## config.mk

```make
export PLATFORM = sky130hd
export DESIGN_NAME = sc_frontend_sequencer
export DESIGN_NICKNAME = d
export VERILOG_FILES = /design/src/rtl/sc_frontend_sequencer.sv
export SDC_FILE = /design/constraint.sdc
export NUM_CORES = 1
export LEC_CHECK = 0
export CAP_MARGIN = 20
export CORE_ASPECT_RATIO = 1.5
export CORE_MARGIN = 2
export CORE_UTILIZATION = 25
export DETAILED_ROUTE_END_ITERATION = 8
export HOLD_SLACK_MARGIN = 0.03
export PLACE_DENSITY = 0.42
export SLEW_MARGIN = 20
export SYNTH_ARGS = -nofsm -noshare
export SYNTH_HDL_FRONTEND = slang
export SYNTH_SLANG_ARGS = --single-unit
```

## constraint.sdc

```tcl
create_clock -name clk -period 2.3 [get_ports clk]
set_input_delay 0.575 -clock clk [delete_from_list [all_inputs] [get_ports clk]]
set_output_delay 0.575 -clock clk [all_outputs]
set_load 0.03 [all_outputs]
```

## src/rtl/sc_frontend_sequencer.sv

```systemverilog
// Multi-channel RESET/SAMPLE/HOLD switch sequencer for the switched-capacitor ECG front-end.
// Optional macro SC_DEADTIME_EN inserts DT_CYC all-open cycles between switch patterns.
module sc_frontend_sequencer #(
    parameter int RST_CYC = 2,
    parameter int SMP_CYC = 8,
    parameter int HLD_CYC = 4,
    parameter int DT_CYC  = 1,
    parameter int NCH     = 3,
    parameter int CHW     = 2
) (
    input  logic           clk,
    input  logic           rst_n,
    input  logic           start,
    input  logic           abort,
    output logic           busy,
    output logic           done,
    output logic           adc_trig,
    output logic [CHW-1:0] ch_sel,
    output logic [1:0]     state,
    output logic           s2,
    output logic           s3,
    output logic           s4,
    output logic           s5,
    output logic           s6
);

    localparam int MAX_RS = (RST_CYC > SMP_CYC) ? RST_CYC : SMP_CYC;
    localparam int MAX_HD = (HLD_CYC > DT_CYC) ? HLD_CYC : DT_CYC;
    localparam int MAXC   = (MAX_RS > MAX_HD) ? MAX_RS : MAX_HD;
    localparam int CW     = $clog2(MAXC) + 1;

    localparam logic [1:0] ST_RESET  = 2'b00;
    localparam logic [1:0] ST_SAMPLE = 2'b01;
    localparam logic [1:0] ST_HOLD   = 2'b10;
    localparam logic [1:0] ST_IDLE   = 2'b11;

    localparam logic [CW-1:0]  LD_RST  = CW'(RST_CYC - 1);
    localparam logic [CW-1:0]  LD_SMP  = CW'(SMP_CYC - 1);
    localparam logic [CW-1:0]  LD_HLD  = CW'(HLD_CYC - 1);
    localparam logic [CHW-1:0] CH_LAST = CHW'(NCH - 1);

    // switch vectors ordered {s2,s3,s4,s5,s6}
    localparam logic [4:0] SW_SHORT  = 5'b01001;
    localparam logic [4:0] SW_SAMPLE = 5'b10110;
    localparam logic [4:0] SW_HOLD   = 5'b00110;

    logic [1:0]     r_state, w_state;
    logic [CW-1:0]  r_cnt, w_cnt;
    logic [CHW-1:0] r_ch, w_ch;
    logic           r_busy, r_done, r_trig;
    logic           w_done, w_trig;
    logic [4:0]     r_sw, w_sw;
`ifdef SC_DEADTIME_EN
    localparam logic [CW-1:0] LD_DT = CW'(DT_CYC - 1);
    logic r_dt, w_dt;
`endif

    always_comb begin
        w_state = r_state;
        w_cnt   = r_cnt;
        w_ch    = r_ch;
        w_done  = 1'b0;
        w_trig  = 1'b0;
`ifdef SC_DEADTIME_EN
        w_dt    = r_dt;
`endif
        if (r_state == ST_IDLE) begin
            if (start && !abort) begin
                w_state = ST_RESET;
                w_cnt   = LD_RST;
            end
        end else if (abort) begin
            w_state = ST_IDLE;
            w_cnt   = '0;
            w_ch    = '0;
`ifdef SC_DEADTIME_EN
            w_dt    = 1'b0;
`endif
        end else if (r_cnt != '0) begin
            w_cnt = r_cnt - CW'(1);
`ifdef SC_DEADTIME_EN
        end else if (!r_dt) begin
            // phase expired: hold the phase code with all switches open first
            w_dt  = 1'b1;
            w_cnt = LD_DT;
`endif
        end else begin
`ifdef SC_DEADTIME_EN
            w_dt = 1'b0;
`endif
            case (r_state)
                ST_RESET: begin
                    w_state = ST_SAMPLE;
                    w_cnt   = LD_SMP;
                end
                ST_SAMPLE: begin
                    w_state = ST_HOLD;
                    w_cnt   = LD_HLD;
                    w_trig  = 1'b1;
                end
                default: begin
                    if (r_ch == CH_LAST) begin
                        w_state = ST_IDLE;
                        w_cnt   = '0;
                        w_ch    = '0;
                        w_done  = 1'b1;
                    end else begin
                        w_state = ST_RESET;
                        w_cnt   = LD_RST;
                        w_ch    = r_ch + CHW'(1);
                    end
                end
            endcase
        end
    end

    always_comb begin
        case (w_state)
            ST_SAMPLE: w_sw = SW_SAMPLE;
            ST_HOLD:   w_sw = SW_HOLD;
            default:   w_sw = SW_SHORT;
        endcase
`ifdef SC_DEADTIME_EN
        if (w_dt) w_sw = '0;
`endif
    end

    always_ff @(posedge clk or negedge rst_n) begin
        if (!rst_n) begin
            r_state <= ST_IDLE;
            r_cnt   <= '0;
            r_ch    <= '0;
            r_busy  <= 1'b0;
            r_done  <= 1'b0;
            r_trig  <= 1'b0;
            r_sw    <= SW_SHORT;
        end else begin
            r_state <= w_state;
            r_cnt   <= w_cnt;
            r_ch    <= w_ch;
            r_busy  <= (w_state != ST_IDLE);
            r_done  <= w_done;
            r_trig  <= w_trig;
            r_sw    <= w_sw;
        end
    end

`ifdef SC_DEADTIME_EN
    always_ff @(posedge clk or negedge rst_n) begin
        if (!rst_n) r_dt <= 1'b0;
        else        r_dt <= w_dt;
    end
`endif

    assign state    = r_state;
    assign busy     = r_busy;
    assign done     = r_done;
    assign adc_trig = r_trig;
    assign ch_sel   = r_ch;
    assign s2       = r_sw[4];
    assign s3       = r_sw[3];
    assign s4       = r_sw[2];
    assign s5       = r_sw[1];
    assign s6       = r_sw[0];

endmodule
```

==> metrics.md, run 1 <==
| Metric | Value |
|---|---|
| Core Region | `0.002913 mm²` |
| Post-CTS Setup Bufs | `0` |
| Post-synth EDFFs | `0` |
| Total track usage | `11.08%` |
| Biggest area contributors in the synthesized netlist | `dfrtp_1, dfstp_2, ha_1` |
| Synth Area in Adders | `6.568%` |
| Drt drc | `0` |
| Fillers | `323` |
| Slowest stage delay, CP | `720 ps` |
| Worst slack, placed | `152.1 ps` |
| Least-Margin Pin Slew | `630.2 ps` |
| Syn nets | `82` |
| YS warnings | `0` |
| Die width | `49.08 µm` |
| Initial Util | `26.16%` |
| CTS tree | `yes` |
| Hold crit path type | `flip-flop to flip-flop` |
| CP Launch Point | `state[0]` |
| Die H | `71.62 µm` |
| Fmax | `451.8 MHz` |
| Average wire per standard cell | `13.19 µm` |
| Critical path launch point type | `flip-flop` |
| CP Max Fanout | `14` |
| Primary FF master, synth | `dfrtp_1` |
| WP data arrival | `1640 ps` |
| Element type at the critical path end | `output port` |
| RSZ-0062 raised after global routing | `no` |
| Crit-path leading delay family | `buffers and inverters` |
| Reg2reg end | `r_sw[2]` |
| Reg area | `354.1 µm²` |
| CTS Hold Bufs | `0` |
| Async SR Flop Fraction | `100.0%` |
| DIE AREA | `0.003515 mm²` |
| Sequential cell area fraction in the yosys report | `46.47%` |
| Hold Fails Final Rpt | `0` |
| Setup violators final | `0` |
| CP Data Required Time | `1730 ps` |
| Mux cell area share after synthesis | `1.314%` |
| Std cell rows | `24` |
| Vias per cell | `4.662` |
| Post-DRT Antenna Nets | `0` |
| Reg2Reg Depth | `6` |
| Initial antenna violation count | `0` |
| Clock Skew | `4.872 ps` |
| Crit path kind | `flip-flop to output port` |
| Gpl congestion | `0.7206` |
| Overflow after GRT | `0` |
| Clock transition at path regs | `60 ps` |
| Final net count | `100` |
| Minimum clock period | `2214 ps` |
| Netlist cell types | `31` |
| Setup ws final | `86.41 ps` |
| Layout area overhead | `32.84%` |
| Flops & latches, synth | `14` |
| Worst path cell trace | `clkdlybuf4s50_1` |
| Multi-input logic area | `359.1 µm²` |
| Outcome | `finished clean` |
| Setup TNS | `0 ps` |
| Number of port buffers | `15` |
| # IOs | `16` |
| Mapped Avg Cell Area | `10.30 µm²` |
| Post-Synth Simple-Gate Area | `18.72%` |
| Pwr/cell area | `1474 mW/mm²` |
| Vias in the first global route | `627` |
| CTS root buffer | `clkbuf_8` |
| Total number of vias | `606` |
| Cell taking the most area after synthesis | `dfrtp_1` |
| P_leak | `0.4348 nW` |
| Post-synth top area share | `36.12%` |
| Post-synth top cells | `dfrtp_1, inv_1, nand2_1` |
| Antenna Cells | `0` |
| Clock Path Buffers | `2` |
| Final HPWL DP | `1303 µm` |
| Hold_sp | `r_cnt[1]` |
| CTS Buf Count | `3` |
| Fraction of layout cells with a size suffix above 1 | `14.29%` |
| Worst path depth | `1` |
| Global-route wire length before repair | `2953 µm` |
| Pin count of the biggest net entering global routing | `15` |
| CP Capture Point | `state[0]` |
| Crit path max-delay cell type | `clkdlybuf4s50_1` |
| Htree depth | `1` |
| # resized after CTS | `0` |
| Synth Instances | `74` |
| R2r setup slk | `140 ps` |
| Period utilization | `96.24%` |
| Synth Area in Compound Gates | `20.53%` |
| Final Max Tran Viols | `0` |
| Drt first pass iters | `3` |
| XOR/XNOR Fraction of Synth Area | `0%` |
| Max Cap Viol | `0` |
| Area of the mapped netlist | `762.0 µm²` |
| WL final | `1715 µm` |
| Cell with the most instances after synthesis | `dfrtp_1` |
| R2R Path Start | `r_cnt[0]` |
| Main combinational cell family by area after synthesis | `compound AO/OA/AOI/OAI gates` |
| Slew headroom | `57.86%` |
| Crit path buf inv count | `1` |
| Peak supply drop | `0.0005666 V` |
| Worst-skew pair later-pin latency | `240 ps` |
| DRT iter0 DRCs | `5` |
| Clk sinks | `14` |
==> cells in the final DEF, fill, tap and decap left out <==
cell type | synthesis | routed
o41ai_1 | 2 | 2
nor3_1 | 3 | 3
a21o_1 | 2 | 2
ha_1 | 4 | 4
a311oi_1 | 2 | 2
a31o_1 | 1 | 1
or3b_2 | 1 | 1
buf_4 | 2 | 3
a22o_1 | 4 | 4
nor4b_2 | 1 | 1
dfstp_2 | 3 | 3
a211o_1 | 1 | 1
and2_1 | 2 | 2
dfrtp_1 | 11 | 11
nor2_1 | 2 | 2
clkdlybuf4s50_1 | 0 | 15
nand2_1 | 5 | 5
clkbuf_8 | 0 | 4
o2bb2ai_1 | 1 | 1
or2_1 | 1 | 1
nor3b_1 | 1 | 1
o31a_1 | 1 | 1
or4b_4 | 1 | 1
nor2b_1 | 1 | 1
mux2i_1 | 1 | 1
o21ai_0 | 2 | 2
a31oi_1 | 1 | 1
nand2b_1 | 2 | 2
inv_1 | 6 | 6
nor4b_1 | 1 | 1
nand3_1 | 2 | 2
a21oi_1 | 4 | 4
==> cell families after synthesis <==
| family | count (synthesis) |
|---|---|
| fa+ha+maj | 4 |
| mux | 1 |
| compound gates | 21 |
| buf+inv | 11 |
| flops | 14 |
| simple gates | 23 |
==> metal layers <==
| metal | global-route usage [%] | part of all wire, % | up-vias |
|---|---|---|---|
| li1 | - | - | 300 |
| met1 | 12.43 | 44 | 294 |
| met2 | 19.67 | 52 | 10 |
| met3 | 1.458 | 2.2 | 2 |
| met4 | 6.667 | 1.5 | 0 |
| met5 | 0 | 0 | - |
==> stage by stage <==
stage	utilization [%]	area (µm²)	instances	hold WS, ps	total power, W
3_3_place_gp	32.86	957.2	126	525.9	0.001271
2_1_floorplan	-	762.0	74	279.4	0.0009958
5_1_grt	34.75	1012	130	549.7	0.001600
4_1_cts	34.75	1012	130	534.7	0.001512
6_report	34.75	1012	130	531.7	0.001492
3_5_place_dp	32.86	957.2	126	520.2	0.001265
==> cell type report <==
type | instances | share of cell area [%]
multi-input combinational | 49 | 35.48
sequential | 14 | 34.98
timing repair buffer | 18 | 17.06
clock buffer | 4 | 5.439
tap | 39 | 4.821
inverter | 6 | 2.225
==> state kept, by name, indices dropped and copies added (netlist names) <==
| name | cells |
|---|---|
| adc_trig | 1 |
| busy | 1 |
| ch_sel | 2 |
| done | 1 |
| r_cnt | 4 |
| r_sw | 3 |
| state | 2 |
==> worst min-delay path by stage <==
stage | end | slack [ps] | cells past startpoint
6_report | r_cnt[1] | 530 | 1
5_1_grt | r_cnt[1] | 550 | 1
4_1_cts | r_cnt[1] | 530 | 1
3_3_place_gp | r_cnt[1] | 530 | 1
3_5_place_dp | r_cnt[1] | 520 | 1
2_1_floorplan | adc_trig | 280 | 0
==> where the power goes <==
part	internal, W	leakage (nW)	switching, W
Sequential	0.000354	0.176	0.0000910
Clock	0.000152	0.0288	0.0000909
Combinational	0.000363	0.230	0.000441
Total	0.000869	0.435	0.000623
No activity file was read; power rests on OpenSTA's default activity.
==> run 2: changes to the inputs <==
- CORE_MARGIN: 2 -> default
==> metrics.md, run 2 (synthesis gave the netlist of run 1 again) <==
| Metric | Value |
|---|---|
| Fmax | `454.6 MHz` |
| Fraction of layout cells with a size suffix above 1 | `15.22%` |
| Vias per cell | `4.695` |
| DRT iter0 DRCs | `8` |
| Pwr/cell area | `1466 mW/mm²` |
| CP Max Fanout | `14` |
| Setup violators final | `0` |
| Initial Util | `26.16%` |
| Std cell rows | `24` |
| Hold WS | `537.7 ps` |
| WL final | `1680 µm` |
| Core Region | `0.002913 mm²` |
| Crit path kind | `flip-flop to output port` |
| Die H | `69.62 µm` |
| CTS root buffer | `clkbuf_8` |
| Sw frac | `41.73%` |
| Total track usage | `12.61%` |
| Post-DRT Antenna Nets | `0` |
| DIE AREA | `0.003277 mm²` |
| Max Cap Viol | `0` |
| Overflow after GRT | `0` |
| Flop pwr share | `29.7%` |
| Worst path cell trace | `clkdlybuf4s50_1` |
| Comb power frac | `54.4%` |
| Final Max Tran Viols | `0` |
| Biggest register | `r_cnt` |
| Die width | `47.08 µm` |
| RSZ-0062 raised after global routing | `no` |
| CP Data Required Time | `1730 ps` |
| Internal | `0.0008710 W` |
| CTS Hold Bufs | `0` |
| Clock transition at path regs | `60 ps` |
| Layout area overhead | `33.83%` |
| Crit path buf inv count | `1` |
| Drt first pass iters | `4` |
| Setup ws final | `100.1 ps` |
| Vias in the first global route | `617` |
| Peak supply drop | `0.0005146 V` |
| Psw | `0.0006239 W` |
| Hold crit path type | `flip-flop to flip-flop` |
| Clock Skew | `4.938 ps` |
| Setup TNS | `0 ps` |
| Average wire per standard cell | `12.82 µm` |
| Gpl congestion | `0.7188` |
| # resized after CTS | `0` |
| P_leak | `0.4396 nW` |
| CTS Buf Count | `3` |
| Antenna Cells | `0` |
| Worst slack, placed | `143.0 ps` |
| Total number of vias | `615` |
| Element type at the critical path end | `output port` |
| Crit path max-delay cell type | `clkdlybuf4s50_1` |
| Clk sinks | `14` |
| Minimum clock period | `2200 ps` |
| Biggest registers after layout | `r_cnt: 4 flops, r_sw: 3 flops` |
| Outcome | `finished clean` |
| Htree depth | `1` |
| Global-route wire length before repair | `2967 µm` |
| Critical path launch point type | `flip-flop` |
| Most frequent cells in the layout | `clkdlybuf4s50_1, dfrtp_1, inv_1, nand2_1` |
| Final HPWL DP | `1283 µm` |
| Crit-path leading delay family | `buffers and inverters` |
| CTS tree | `yes` |
| Clk pwr share | `15.9%` |
| Commonest non-fill, non-tap cell in the layout | `clkdlybuf4s50_1` |
| Clock Path Buffers | `2` |
| Slowest stage delay, CP | `710 ps` |
| WP data arrival | `1620 ps` |
| Slew headroom | `74.14%` |
| Largest register FFs | `4` |
| Pin count of the biggest net entering global routing | `15` |
| Final net count | `101` |
| Hold Fails Final Rpt | `0` |
| Drt drc | `0` |
| Number of port buffers | `15` |
| Post-CTS Setup Bufs | `0` |
| Initial antenna violation count | `0` |
| Least-Margin Pin Slew | `385.3 ps` |
| # IOs | `16` |
| Worst-skew pair later-pin latency | `240 ps` |
| Period utilization | `95.65%` |
## run 2: changes by cell type in the layout (fill, tap and decap cells not counted)
cell / previous run / this run
buf_4: 3 / 4
## run 2: worst reg2reg max path, cell delays in order, from the launching register on
cell	delay, ps
dfrtp_1	410
inv_1	90
ha_1	230
or4b_4	510
or2_1	240
a31o_1	240
ha_1	310
## run 2: metal layers
metal	share of wire (%)	global-route usage, %
met4	1.5	5.714
met5	0	0
met3	3.0	2.344
met2	51	18.83
met1	44	17.08
## run 2: worst paths after layout
kind	startpoint	to	slack [ps]	cells past startpoint
min reg2reg	r_cnt[1]	r_cnt[1]	540	1
max in group asynchronous	rst_n	state[1]	1420	2
min	r_cnt[1]	r_cnt[1]	540	1
max	state[0]	state[0]	100	1
min in group asynchronous	rst_n	r_cnt[0]	630	2
max reg2reg	r_cnt[0]	r_sw[2]	120	6
## run 2: metrics by stage
stage | cell area [µm²] | power, W | std cells | util (%)
floorplan | 762.0 | 0.0009958 | 74 | -
global placement | 964.7 | 0.001271 | 127 | 33.12
detailed placement | 964.7 | 0.001271 | 127 | 33.12
CTS | 1020 | 0.001514 | 131 | 35.01
global route | 1020 | 0.001610 | 131 | 35.01
finish | 1020 | 0.001495 | 131 | 35.01
## run 2: layout make-up
type,instances,area (µm²)
timing repair buffer,19,180.2
multi-input combinational,49,359.1
fill,325,1893
sequential,14,354.1
inverter,6,22.52
tap,39,48.80
clock buffer,4,55.05
## run 2: power groups by stage
stage / Combinational, W / Sequential [W] / Clock (W)
final: 0.000813 / 0.000444 / 0.000238
after global routing: 0.000889 / 0.000463 / 0.000259
after CTS: 0.000822 / 0.000447 / 0.000245
after detailed placement: 0.000820 / 0.000451 / 0
after global placement: 0.000822 / 0.000449 / 0
after floorplan: 0.000444 / 0.000552 / 0
==> run 3: changes to the inputs <==
- SKIP_LAST_GASP: default -> 1
- clock period: 2.3 -> 2.8 ns (I/O delays scaled with it)
==> metrics.md, run 3 (synthesis gave the netlist of run 1 again) <==
| Metric | Value |
|---|---|
| Initial Util | `26.16%` |
| # resized after CTS | `0` |
| Worst-skew pair later-pin latency | `250 ps` |
| Post-CTS Setup Bufs | `0` |
| P_leak | `0.4255 nW` |
| Drt first pass iters | `4` |
| Peak supply drop | `0.0004412 V` |
| Biggest register | `r_cnt` |
| WP data arrival | `1670 ps` |
| Antenna Cells | `0` |
| Total number of vias | `615` |
| Htree depth | `1` |
| DRT iter0 DRCs | `11` |
| Die H | `69.62 µm` |
| Std cell rows | `24` |
| Commonest non-fill, non-tap cell in the layout | `clkdlybuf4s50_1` |
| WL final | `1741 µm` |
| Average wire per standard cell | `13.60 µm` |
| Hold_sp | `r_cnt[1]` |
| Crit-path leading delay family | `buffers and inverters` |
| Initial antenna violation count | `0` |
| Slowest stage delay, CP | `730 ps` |
| Biggest registers after layout | `r_cnt: 4 flops, r_sw: 3 flops` |
| Hold Fails Final Rpt | `0` |
| CP Max Fanout | `15` |
| Die width | `47.08 µm` |
| Number of port buffers | `15` |
| Vias per cell | `4.805` |
| CP Data Required Time | `2100 ps` |
| Overflow after GRT | `0` |
| CTS Buf Count | `3` |
| Gpl congestion | `0.7056` |
| Final net count | `98` |
| Final Max Tran Viols | `0` |
| Setup TNS | `0 ps` |
| Worst path cell trace | `clkdlybuf4s50_1` |
| Clock transition at path regs | `60 ps` |
| Most frequent cells in the layout | `clkdlybuf4s50_1, dfrtp_1, inv_1, nand2_1` |
| Layout area overhead | `30.87%` |
| DIE AREA | `0.003277 mm²` |
| Drt drc | `0` |
| Clk sinks | `14` |
| Fmax | `421.9 MHz` |
| Least-Margin Pin Slew | `665.2 ps` |
| Core Region | `0.002913 mm²` |
| Crit path max-delay cell type | `clkdlybuf4s50_1` |
| Global-route wire length before repair | `2911 µm` |
| Fraction of layout cells with a size suffix above 1 | `12.36%` |
| Final HPWL DP | `1254 µm` |
| Pwr/cell area | `1230 mW/mm²` |
| Setup violators final | `0` |
| Largest register FFs | `4` |
| Clock Skew | `5.814 ps` |
| Period utilization | `84.64%` |
| CTS Hold Bufs | `0` |
| Cells after DPL | `124` |
| Crit path buf inv count | `1` |
| CP Launch Point | `state[1]` |
| R2R Path Start | `r_cnt[0]` |
| Post-Layout Cell Count | `128` |
| RSZ-0062 raised after global routing | `no` |
| Pin count of the biggest net entering global routing | `16` |
| Total track usage | `12.38%` |
| Max Cap Viol | `0` |
| CTS root buffer | `clkbuf_8` |
| Element type at the critical path end | `output port` |
| Vias in the first global route | `594` |
| CTS tree | `yes` |
| Outcome | `finished clean` |
| Critical path launch point type | `flip-flop` |
| Minimum clock period | `2370 ps` |
| Hold crit path type | `flip-flop to flip-flop` |
| Post-DRT Antenna Nets | `0` |
| Crit path kind | `flip-flop to output port` |
| Clock Path Buffers | `2` |
| # IOs | `16` |
| Slew headroom | `55.51%` |
## run 3: cell types whose count changed in the layout (fill, tap and decap cells not counted), sizes merged
cell  before  now
buf        4    1
## run 3: worst paths after layout
| check | end | slack [ps] | cells after the start |
|---|---|---|---|
| min reg2reg | r_cnt[1] | 540 | 1 |
| min in group asynchronous | r_cnt[1] | 850 | 1 |
| min | r_cnt[1] | 540 | 1 |
| max | state[1] | 430 | 1 |
| max in group asynchronous | busy | 1510 | 1 |
| max reg2reg | r_sw[2] | 620 | 6 |
## run 3: cell type report
type | instances | area, µm²
flip-flops and latches | 14 | 354.1
fillers | 323 | 1916
repair buffers | 16 | 157.7
well taps | 39 | 48.80
inverters | 6 | 22.52
clock buffers | 4 | 55.05
multi-input cells | 49 | 359.1
## run 3: layer usage
| metal | wire length, µm | share of wire [%] | global-route usage [%] |
|---|---|---|---|
| met1 | 763 | 44 | 17.00 |
| met2 | 872 | 50 | 18.21 |
| met3 | 67 | 3.8 | 1.563 |
| met4 | 37 | 2.1 | 6.667 |
| met5 | 0 | 0 | 0 |
## run 3: report_power, final
part | switching, W | total [W] | internal (W) | leakage, nW
Combinational | 0.000342 | 0.000633 | 0.000291 | 0.221
Clock | 0.0000770 | 0.000202 | 0.000125 | 0.0288
Sequential | 0.000100 | 0.000392 | 0.000292 | 0.176
## run 3: metrics by stage
stage	hold slack (ps)	cell area (µm²)	setup WS, ps	power [W]	util, %
floorplan	404.4	762.0	783.1	0.0008180	-
global placement	529.2	942.2	499.6	0.001033	32.35
detailed placement	523.2	942.2	446.2	0.001035	32.35
CTS	542.9	997.2	423.5	0.001242	34.24
global route	574.2	997.2	382.1	0.001316	34.24
finish	536.6	997.2	430.0	0.001226	34.24
